===== config.mk =====
export PLATFORM = sky130hd
export DESIGN_NAME = sc_et_ctrl_flat
export DESIGN_NICKNAME = d
export VERILOG_FILES = /design/src/rtl/sc_et_ctrl_if.sv /design/src/rtl/sc_et_ctrl.sv /design/src/flat_wrapper.sv
export SDC_FILE = /design/constraint.sdc
export NUM_CORES = 1
export LEC_CHECK = 0
export ABC_CLOCK_PERIOD_IN_PS = 4050
export CORE_UTILIZATION = 45
export DETAILED_ROUTE_END_ITERATION = 7
export GPL_TIMING_DRIVEN = 0
export PLACE_DENSITY = 0.72
export SYNTH_ARGS = -nofsm -noshare
export SYNTH_HDL_FRONTEND = slang
export SYNTH_SLANG_ARGS = --single-unit

===== constraint.sdc =====
create_clock -name clk -period 4.05 [get_ports clk]
set_input_delay 0.405 -clock clk [delete_from_list [all_inputs] [get_ports clk]]
set_output_delay 0.405 -clock clk [all_outputs]
set_load 0.02 [all_outputs]

===== src/rtl/sc_et_ctrl_if.sv =====
// rtl/sc_et_ctrl_if.sv - request/result bundle of the early-termination scheduler
//
// Purpose: groups the evaluation request (start/config) and the result
// (status, counts, decision) signals of sc_et_ctrl.
// Signals:
//   start, ready          request handshake (ready high only while idle)
//   bp_cfg, len_cfg,      configuration, sampled on the accepting edge
//   thresh, et_en
//   busy, done            run status; done is a one-cycle pulse
//   ones, cycles          ones accumulated / RUN cycles consumed
//   decision, early       threshold result and early-termination flag
// Modports: master = requester side, slave = scheduler side.
interface sc_et_ctrl_if #(
  parameter int WIDTH = 8
);
  logic             start;
  logic             ready;
  logic [WIDTH-1:0] bp_cfg;
  logic [WIDTH:0]   len_cfg;
  logic [WIDTH:0]   thresh;
  logic             et_en;
  logic             busy;
  logic             done;
  logic [WIDTH:0]   ones;
  logic [WIDTH:0]   cycles;
  logic             decision;
  logic             early;

  modport master (
    output start, bp_cfg, len_cfg, thresh, et_en,
    input  ready, busy, done, ones, cycles, decision, early
  );

  modport slave (
    input  start, bp_cfg, len_cfg, thresh, et_en,
    output ready, busy, done, ones, cycles, decision, early
  );
endinterface


===== src/rtl/sc_et_ctrl.sv =====
// rtl/sc_et_ctrl.sv - early-termination scheduler for one stochastic-computing evaluation
//
// Purpose: accepts a start request, clears and enables the bypass counter,
// accumulates ones of the SC output stream and stops as soon as the
// threshold decision is settled, the stream length is reached or the
// counter overflows. The result is reported with a one-cycle done pulse.
// Ports:
//   clk, rst   rising-edge clock, synchronous active-high reset
//   bus        sc_et_ctrl_if.slave: start/ready, config, status and result
//   ctr_clr    clear strobe to the bypass counter (LOAD)
//   ctr_en     count enable to the bypass counter (RUN)
//   ctr_bp     latched bypass mask to the counter
//   ctr_ovf    counter overflow
//   sc_bit     SC output bit, valid while ctr_en=1
module sc_et_ctrl #(
  parameter int WIDTH = 8
) (
  input  logic             clk,
  input  logic             rst,
  sc_et_ctrl_if.slave      bus,
  output logic             ctr_clr,
  output logic             ctr_en,
  output logic [WIDTH-1:0] ctr_bp,
  input  logic             ctr_ovf,
  input  logic             sc_bit
);

  typedef enum logic [1:0] {IDLE, LOAD, RUN, DONE} state_t;

  state_t state, state_nx;

  logic [WIDTH-1:0] bp_q;
  logic [WIDTH:0]   len_q;
  logic [WIDTH:0]   thr_q;
  logic             et_q;
  logic [WIDTH:0]   ones_q;
  logic [WIDTH:0]   cycles_q;
  logic             dec_q;
  logic             early_q;

  logic [WIDTH:0]   ones_n;
  logic [WIDTH:0]   cycles_n;
  logic [WIDTH+1:0] reach_n;
  logic             pass, fail, end_len, end_any;

  // Counts as they will be after the current RUN cycle; all termination
  // rules look at these so the stop takes effect without a lag cycle.
  assign ones_n   = ones_q + {{WIDTH{1'b0}}, sc_bit};
  assign cycles_n = cycles_q + {{WIDTH{1'b0}}, 1'b1};
  // Best reachable ones count; one extra bit so ones_n + remaining never wraps.
  assign reach_n  = {1'b0, ones_n} + {1'b0, len_q} - {1'b0, cycles_n};
  assign pass     = et_q & (ones_n >= thr_q);
  assign fail     = et_q & (reach_n < {1'b0, thr_q});
  assign end_len  = (cycles_n == len_q);
  assign end_any  = pass | fail | end_len | ctr_ovf;

  always_ff @(posedge clk) begin
    if (rst) state <= IDLE;
    else     state <= state_nx;
  end

  always_comb begin
    state_nx = state;
    case (state)
      IDLE: if (bus.start) state_nx = LOAD;
      LOAD: state_nx = (len_q == '0) ? DONE : RUN;
      RUN:  if (end_any) state_nx = DONE;
      DONE: state_nx = IDLE;
      default: state_nx = IDLE;
    endcase
  end

  always_comb begin
    bus.ready = (state == IDLE);
    bus.busy  = (state == LOAD) || (state == RUN);
    bus.done  = (state == DONE);
    ctr_clr   = (state == LOAD);
    ctr_en    = (state == RUN);
  end

  always_ff @(posedge clk) begin
    if (rst) begin
      bp_q     <= '0;
      len_q    <= '0;
      thr_q    <= '0;
      et_q     <= 1'b0;
      ones_q   <= '0;
      cycles_q <= '0;
      dec_q    <= 1'b0;
      early_q  <= 1'b0;
    end else begin
      case (state)
        IDLE: if (bus.start) begin
          bp_q     <= bus.bp_cfg;
          len_q    <= bus.len_cfg;
          thr_q    <= bus.thresh;
          et_q     <= bus.et_en;
          ones_q   <= '0;
          cycles_q <= '0;
          dec_q    <= 1'b0;
          early_q  <= 1'b0;
        end
        // Zero-length run never enters RUN: the decision is settled
        // with zero ones. Overwritten by RUN otherwise.
        LOAD: dec_q <= (thr_q == '0);
        RUN: begin
          ones_q   <= ones_n;
          cycles_q <= cycles_n;
          dec_q    <= (ones_n >= thr_q);
          early_q  <= (pass | fail) & ~end_len & ~ctr_ovf;
        end
        default: ;
      endcase
    end
  end

  assign ctr_bp       = bp_q;
  assign bus.ones     = ones_q;
  assign bus.cycles   = cycles_q;
  assign bus.decision = dec_q;
  assign bus.early    = early_q;

endmodule

===== src/flat_wrapper.sv =====
// flat-port wrapper written by rule: the top's interface ports become plain ports
module sc_et_ctrl_flat 
#(
  parameter int WIDTH = 8
)
  (clk, rst, ctr_clr, ctr_en, ctr_bp, ctr_ovf, sc_bit, bus_start, bus_bp_cfg, bus_len_cfg, bus_thresh, bus_et_en, bus_ready, bus_busy, bus_done, bus_ones, bus_cycles, bus_decision, bus_early);
  sc_et_ctrl_if #(.WIDTH(WIDTH)) bus_i ();
  input  logic clk;
  input  logic rst;
  output logic ctr_clr;
  output logic ctr_en;
  output logic [WIDTH-1:0] ctr_bp;
  input  logic ctr_ovf;
  input  logic sc_bit;
  input wire logic [$bits(bus_i.start)-1:0] bus_start;
  input wire logic [$bits(bus_i.bp_cfg)-1:0] bus_bp_cfg;
  input wire logic [$bits(bus_i.len_cfg)-1:0] bus_len_cfg;
  input wire logic [$bits(bus_i.thresh)-1:0] bus_thresh;
  input wire logic [$bits(bus_i.et_en)-1:0] bus_et_en;
  output wire logic [$bits(bus_i.ready)-1:0] bus_ready;
  output wire logic [$bits(bus_i.busy)-1:0] bus_busy;
  output wire logic [$bits(bus_i.done)-1:0] bus_done;
  output wire logic [$bits(bus_i.ones)-1:0] bus_ones;
  output wire logic [$bits(bus_i.cycles)-1:0] bus_cycles;
  output wire logic [$bits(bus_i.decision)-1:0] bus_decision;
  output wire logic [$bits(bus_i.early)-1:0] bus_early;
  assign bus_i.start = bus_start;
  assign bus_i.bp_cfg = bus_bp_cfg;
  assign bus_i.len_cfg = bus_len_cfg;
  assign bus_i.thresh = bus_thresh;
  assign bus_i.et_en = bus_et_en;
  assign bus_ready = bus_i.ready;
  assign bus_busy = bus_i.busy;
  assign bus_done = bus_i.done;
  assign bus_ones = bus_i.ones;
  assign bus_cycles = bus_i.cycles;
  assign bus_decision = bus_i.decision;
  assign bus_early = bus_i.early;
  sc_et_ctrl #(.WIDTH(WIDTH)) u_core (.clk(clk), .rst(rst), .bus(bus_i), .ctr_clr(ctr_clr), .ctr_en(ctr_en), .ctr_bp(ctr_bp), .ctr_ovf(ctr_ovf), .sc_bit(sc_bit));
endmodule

* Word-level counts from Yosys, hierarchy flattened
Index checks and enable logic that the tools add are counted.
Cells by class: add/sub/neg operators 4, $lt $le $gt $ge 2, equal/unequal tests 6, multiplexer cells 10, bitwise operators 9, reduce and logical (&&, ||, !) cells 10
Operators with widths (count):
- $pmux 9 s2 | 2
- $logic_not 9->1 | 2
- $add 9x9->10 | 1
- $lt 10x9->1 | 1
- $sub 10x9->10 | 1
- $add 9x1->9 | 1
- $add 9x1->9 const B | 1
- $eq 9x9->1 | 1
- $ge 9x9->1 | 1
- $mux 9 | 1
- $pmux 2 s4 | 1
- $reduce_and 2->1 | 4
- $and 1x1->1 | 4
- $eq 2x2->1 const B | 2
- $mux 2 | 2
- $or 1x1->1 | 3
- $pmux 1 s3 | 1
- $reduce_bool 3->1 | 1
- $eq 2x1->1 const B | 1
- $logic_not 2->1 | 1
- $mux 1 | 2
- $ne 2x1->1 const B | 1
- $ne 2x2->1 const B | 1
- $not 1->1 | 2
- 3 further kinds | 3
Word-level totals: register bits 49, input bits 32, output and inout bits 33, logic and storage cells 50

* Logic depth before layout (Yosys ltp)
word-level depth 10, mapped depth 21, mapped depth without buffers 21

* Least setup slack after synthesis
OpenSTA, ideal clock, no wires.
path type register -> register, start point reg u_core.ones_q[0], in the netlist u_core.bus.ones[0], end point reg u_core.early_q, in the netlist u_core.bus.early, setup time 70 ps, arrival time 4327 ps, required time 3980 ps, setup slack -348 ps, stages on the path, launching flop included 22, path buffers 0, clock period less this slack 4398 ps, path through dfxtp_1 > ha_1 > ha_1 > xor2_1 > inv_1 > fa_1 > inv_1 > ha_1 > o21ai_0 > o21bai_1 > a21o_1 > and2_1 > o21ai_0 > nand2b_1 > xor2_1 > ha_1 > a21o_1 > a221oi_1 > o211a_1 > a22oi_1 > or3b_1 > a21oi_1
On the way: cells in the longest elaborated chain, start to end 9, elaborated cells on any way between the ends 11, those cells by class add/sub: 3; order compare: 2; mux: 1; bitwise: 5
RTL lines:
- start: declaration | RTL line sc_et_ctrl.sv:36 | logic [WIDTH:0] ones_q;
- start signal: assignment | RTL line sc_et_ctrl.sv:107 | ones_q <= ones_n;
- $add 9x1->9 * | RTL line sc_et_ctrl.sv:48 | assign ones_n = ones_q + {{WIDTH{1'b0}}, sc_bit};
- $add 9x9->10 | RTL line sc_et_ctrl.sv:51 | assign reach_n = {1'b0, ones_n} + {1'b0, len_q} - {1'b0, cycles_n};
- $sub 10x9->10 | RTL line sc_et_ctrl.sv:51
- $lt 10x9->1 | RTL line sc_et_ctrl.sv:53 | assign fail = et_q & (reach_n < {1'b0, thr_q});
- $and 1x1->1 | RTL line sc_et_ctrl.sv:53
- $or 1x1->1 * | RTL line sc_et_ctrl.sv:110 | early_q <= (pass | fail) & ~end_len & ~ctr_ovf;
- $and 1x1->1 * (2 in series) | RTL line sc_et_ctrl.sv:110
- $pmux 1 s2 * | RTL line sc_et_ctrl.sv:92 | case (state)
- end signal: assignment | RTL line sc_et_ctrl.sv:110
- end: declaration | RTL line sc_et_ctrl.sv:39 | logic early_q;
Every way passes the cells marked *; elsewhere a longest branch is shown, timed or not. A chain may end at the register's enable or synchronous reset.

* Worst setup path in the final report
Same ends and word-level chain as after synthesis.

==> impl_metrics.ini <==
[status]
status = finished, violations left
violations = setup timing

[synth]
synthArstFlopShare_pct = 0
yosysWarnings = 0
synth.top_cell.area_share_pct = 27.9
dominantRegCellSynth = dfxtp_1
syn_area_mm2 = 0.00352
syn_inst = 449
ys_seq_elements = 49
ys_seq_area_share_pct = 27.9
netlist.top_cell.by_area = dfxtp_1
avgSynthCellArea_um2 = 7.83
synthDistinctLibCells = 52
syn_nets = 524
ys_top_cells_by_area = dfxtp_1 (28%), ha_1 (12%), nand2_1 (6.9%), a21oi_1 (6.3%), inv_1 (6.0%)
synth_edf_count = 0

[floorplan]
core_mm2 = 0.00741
dieArea_mm2 = 0.00817
initial_core_util_pct = 47.5
ioPinCount = 65
chipHeight_um = 90.4
die-width_um = 90.4
num_rows = 31

[min_path]
min_path_cells = 2
whs_endpoint = u_core.ctr_bp[0]
hold_class = reg -> reg
min_from = u_core.ctr_bp[0]

[power]
p_clk_share_pct = 12.3
power_frac_comb_pct = 62.7
finalPower_mw = 2.49
power.leakage_nw = 1.93
sw_frac_of_total_pct = 44.1
switchingPower_mw = 1.10
p_seq_share_pct = 25.0
internal_power_mw = 1.39
power.density_mw_per_mm2 = 529
vdd_drop_max_mv = 0.437

[clock_tree]
cts.sinks = 49
cts_root_buf = clkbuf_8
clk_path_buf_depth = 2
clk_latency_ns = 0.31
cts_buffers = 5
clk_pin_slew_worst_paths_ns = 0.10
h-tree-depth = 2
tritoncts = yes

[global_routing]
grt_pass1_wl_mm = 16.3
grt_use_total_pct = 24.7
grt_max_degree = 16
antenna_found_initial = 0
grt_overflow = 0
grt_pass1_vias = 3427

[setup_path]
r2r_cells = 20
reg2reg_setup_slack_ns = -0.15
crit_arrival_ns = 4.45
crit_path_max_fanout = 3
r2r-end = u_core.bus.early
required_ns = 4.29
endpoint_kind = register
critical_path_class = reg -> reg
startpoint_type = register
timing.rr.start = u_core.bus.ones[0]

[placement]
dpl_cell_area_mm2 = 0.00438
gp_congestion = 0.901
hpwl_mm = 7.40
pre_cts_ws_ns = -0.943
io_buffer_count = 64
dpl.cell_count = 612

[drt]
drt-total-wl_mm = 9.89
ant_nets = 0
vias = 3456
drc = 0
dr.pass1.iters = 5
via_per_inst = 5.42
first_iter_violations = 244
wl_per_cell_um = 15.5

[cells_and_area]
final_common_cell = nand2_1
synthToLayoutAreaGrowth_pct = 33.7
nets = 613
layout-drive-gt1-share_pct = 13.0
diodes = 0
design_area_mm2 = 0.00470
layout.cells.non_filler = 638
layout_common_cells = nand2_1 (65), clkdlybuf4s50_1 (63), inv_1 (53)

[timing]
fmax_ghz = 0.238
fin_worst_skew_ns = 0.0106
slew_viol_final = 0
worst_slew_pin_slew_ns = 0.843
period_needed_ns = 4.20
setup_tns_ns = -0.321
fin_ws_ns = -0.152
rsz0062_at_grt = true
max-slew-margin-rel_pct = 43.6
setup_viol = 3
hold_violations = 0
period_share_pct = 104

[run]
maxCapViolCount = 0
## power by group through the flow
stage | registers [mW] | logic (mW) | clock network (mW)
global route | 0.630 | 1.74 | 0.331
finish | 0.622 | 1.56 | 0.306
global placement | 0.629 | 1.34 | 0
detailed placement | 0.632 | 1.38 | 0
CTS | 0.620 | 1.49 | 0.311
floorplan | 0.634 | 0.980 | 0
## what timing repair did
action	CTS	global route
gates resized for setup	18	7
setup buffers	12	6
setup endpoints to repair	3	3
hold buffers	0	0
pin swaps	16	8
cloned	0	0
## state kept, by name, indices dropped and copies added (netlist names)
signal / cells
u_core.bus.cycles: 9
u_core.bus.decision: 1
u_core.bus.early: 1
u_core.bus.ones: 9
u_core.ctr_bp: 8
u_core.et_q: 1
u_core.len_q: 9
u_core.state: 2
u_core.thr_q: 9
## metal layers
| metal | GRT usage, % | wire, um | vias to the layer above |
|---|---|---|---|
| li1 | - | - | 1694 |
| met1 | 31.6 | 4390 | 1647 |
| met2 | 43.4 | 4910 | 100 |
| met3 | 2.95 | 445 | 15 |
| met4 | 7.26 | 152 | 0 |
| met5 | 0 | 0 | - |
## synthesized netlist by cell type, types with 3 or more instances
cell / instances
a21o_1: 6
a21oi_1: 44
a22oi_1: 14
a31oi_1: 3
and2_1: 4
and3_1: 6
clkbuf_1: 10
dfxtp_1: 49
fa_1: 9
ha_1: 34
inv_1: 56
mux2i_1: 4
nand2_1: 65
nand2b_1: 4
nand3_1: 10
nand3_2: 3
nand4_1: 3
nor2_1: 31
nor2b_1: 5
nor3_1: 7
o21ai_0: 16
o21bai_1: 3
xnor2_1: 19
xor2_1: 8
## metrics by stage
step | hold slack, ns | util [%]
global route | 0.485 | 63.5
CTS | 0.466 | 62.6
finish | 0.465 | 63.5
global placement | 0.444 | 59.1
detailed placement | 0.450 | 59.1
floorplan | 0.449 | -
## how the worst max path moves through the flow
| stage | startpoint | to | slack, ns | depth (start not counted) |
|---|---|---|---|---|
| after global routing | u_core.bus.ones[0] | u_core.bus.early | -0.36 | 20 |
| after detailed placement | sc_bit | u_core.bus.early | -0.94 | 22 |
| final | u_core.bus.ones[0] | u_core.bus.early | -0.15 | 20 |
| after global placement | sc_bit | u_core.bus.early | -0.82 | 22 |
| after floorplan | sc_bit | u_core.bus.early | -0.03 | 20 |
| after CTS | u_core.bus.ones[0] | u_core.bus.early | -0.15 | 20 |
## critical path: stages, from the launching register on
cell and delay, ns:
dfxtp_4 0.36, ha_4 0.18, ha_4 0.27, inv_2 0.04, fa_2 0.56, inv_2 0.05, ha_4 0.21, a211oi_2 0.21
o21bai_1 0.12, a21o_1 0.19, and2_4 0.14, o21ai_2 0.10, nand2b_1 0.08, xor2_1 0.21, ha_1 0.28, a21o_1 0.17
a221oi_2 0.22, o211a_1 0.19, a22oi_2 0.10, or3b_1 0.36, a21oi_1 0.12
## area by class of cell
class                   instances  area, um^2
multi-input cells             328        2440
clock inverters                 2        13.8
clock buffers                   6        72.6
fillers                       649        2710
repair buffers                 82         776
plain buffers                  14        57.6
well taps                      99         124
flip-flops and latches         49         996
inverters                      58         218
## logic make-up (layout without fill, tap and decap cells)
kind of cell / after synthesis / in the layout / share of synthesized area, %
simple gates: 150 / 150 / 20.6
compound gates: 103 / 103 / 18.3
buf+inv: 72 / 162 / 7.83
flops: 49 / 49 / 27.9
fa+ha+maj: 43 / 43 / 17.2
xor+xnor: 27 / 27 / 6.73
mux: 5 / 5 / 1.46
Note: power is estimated with default switching activity, not from simulation.
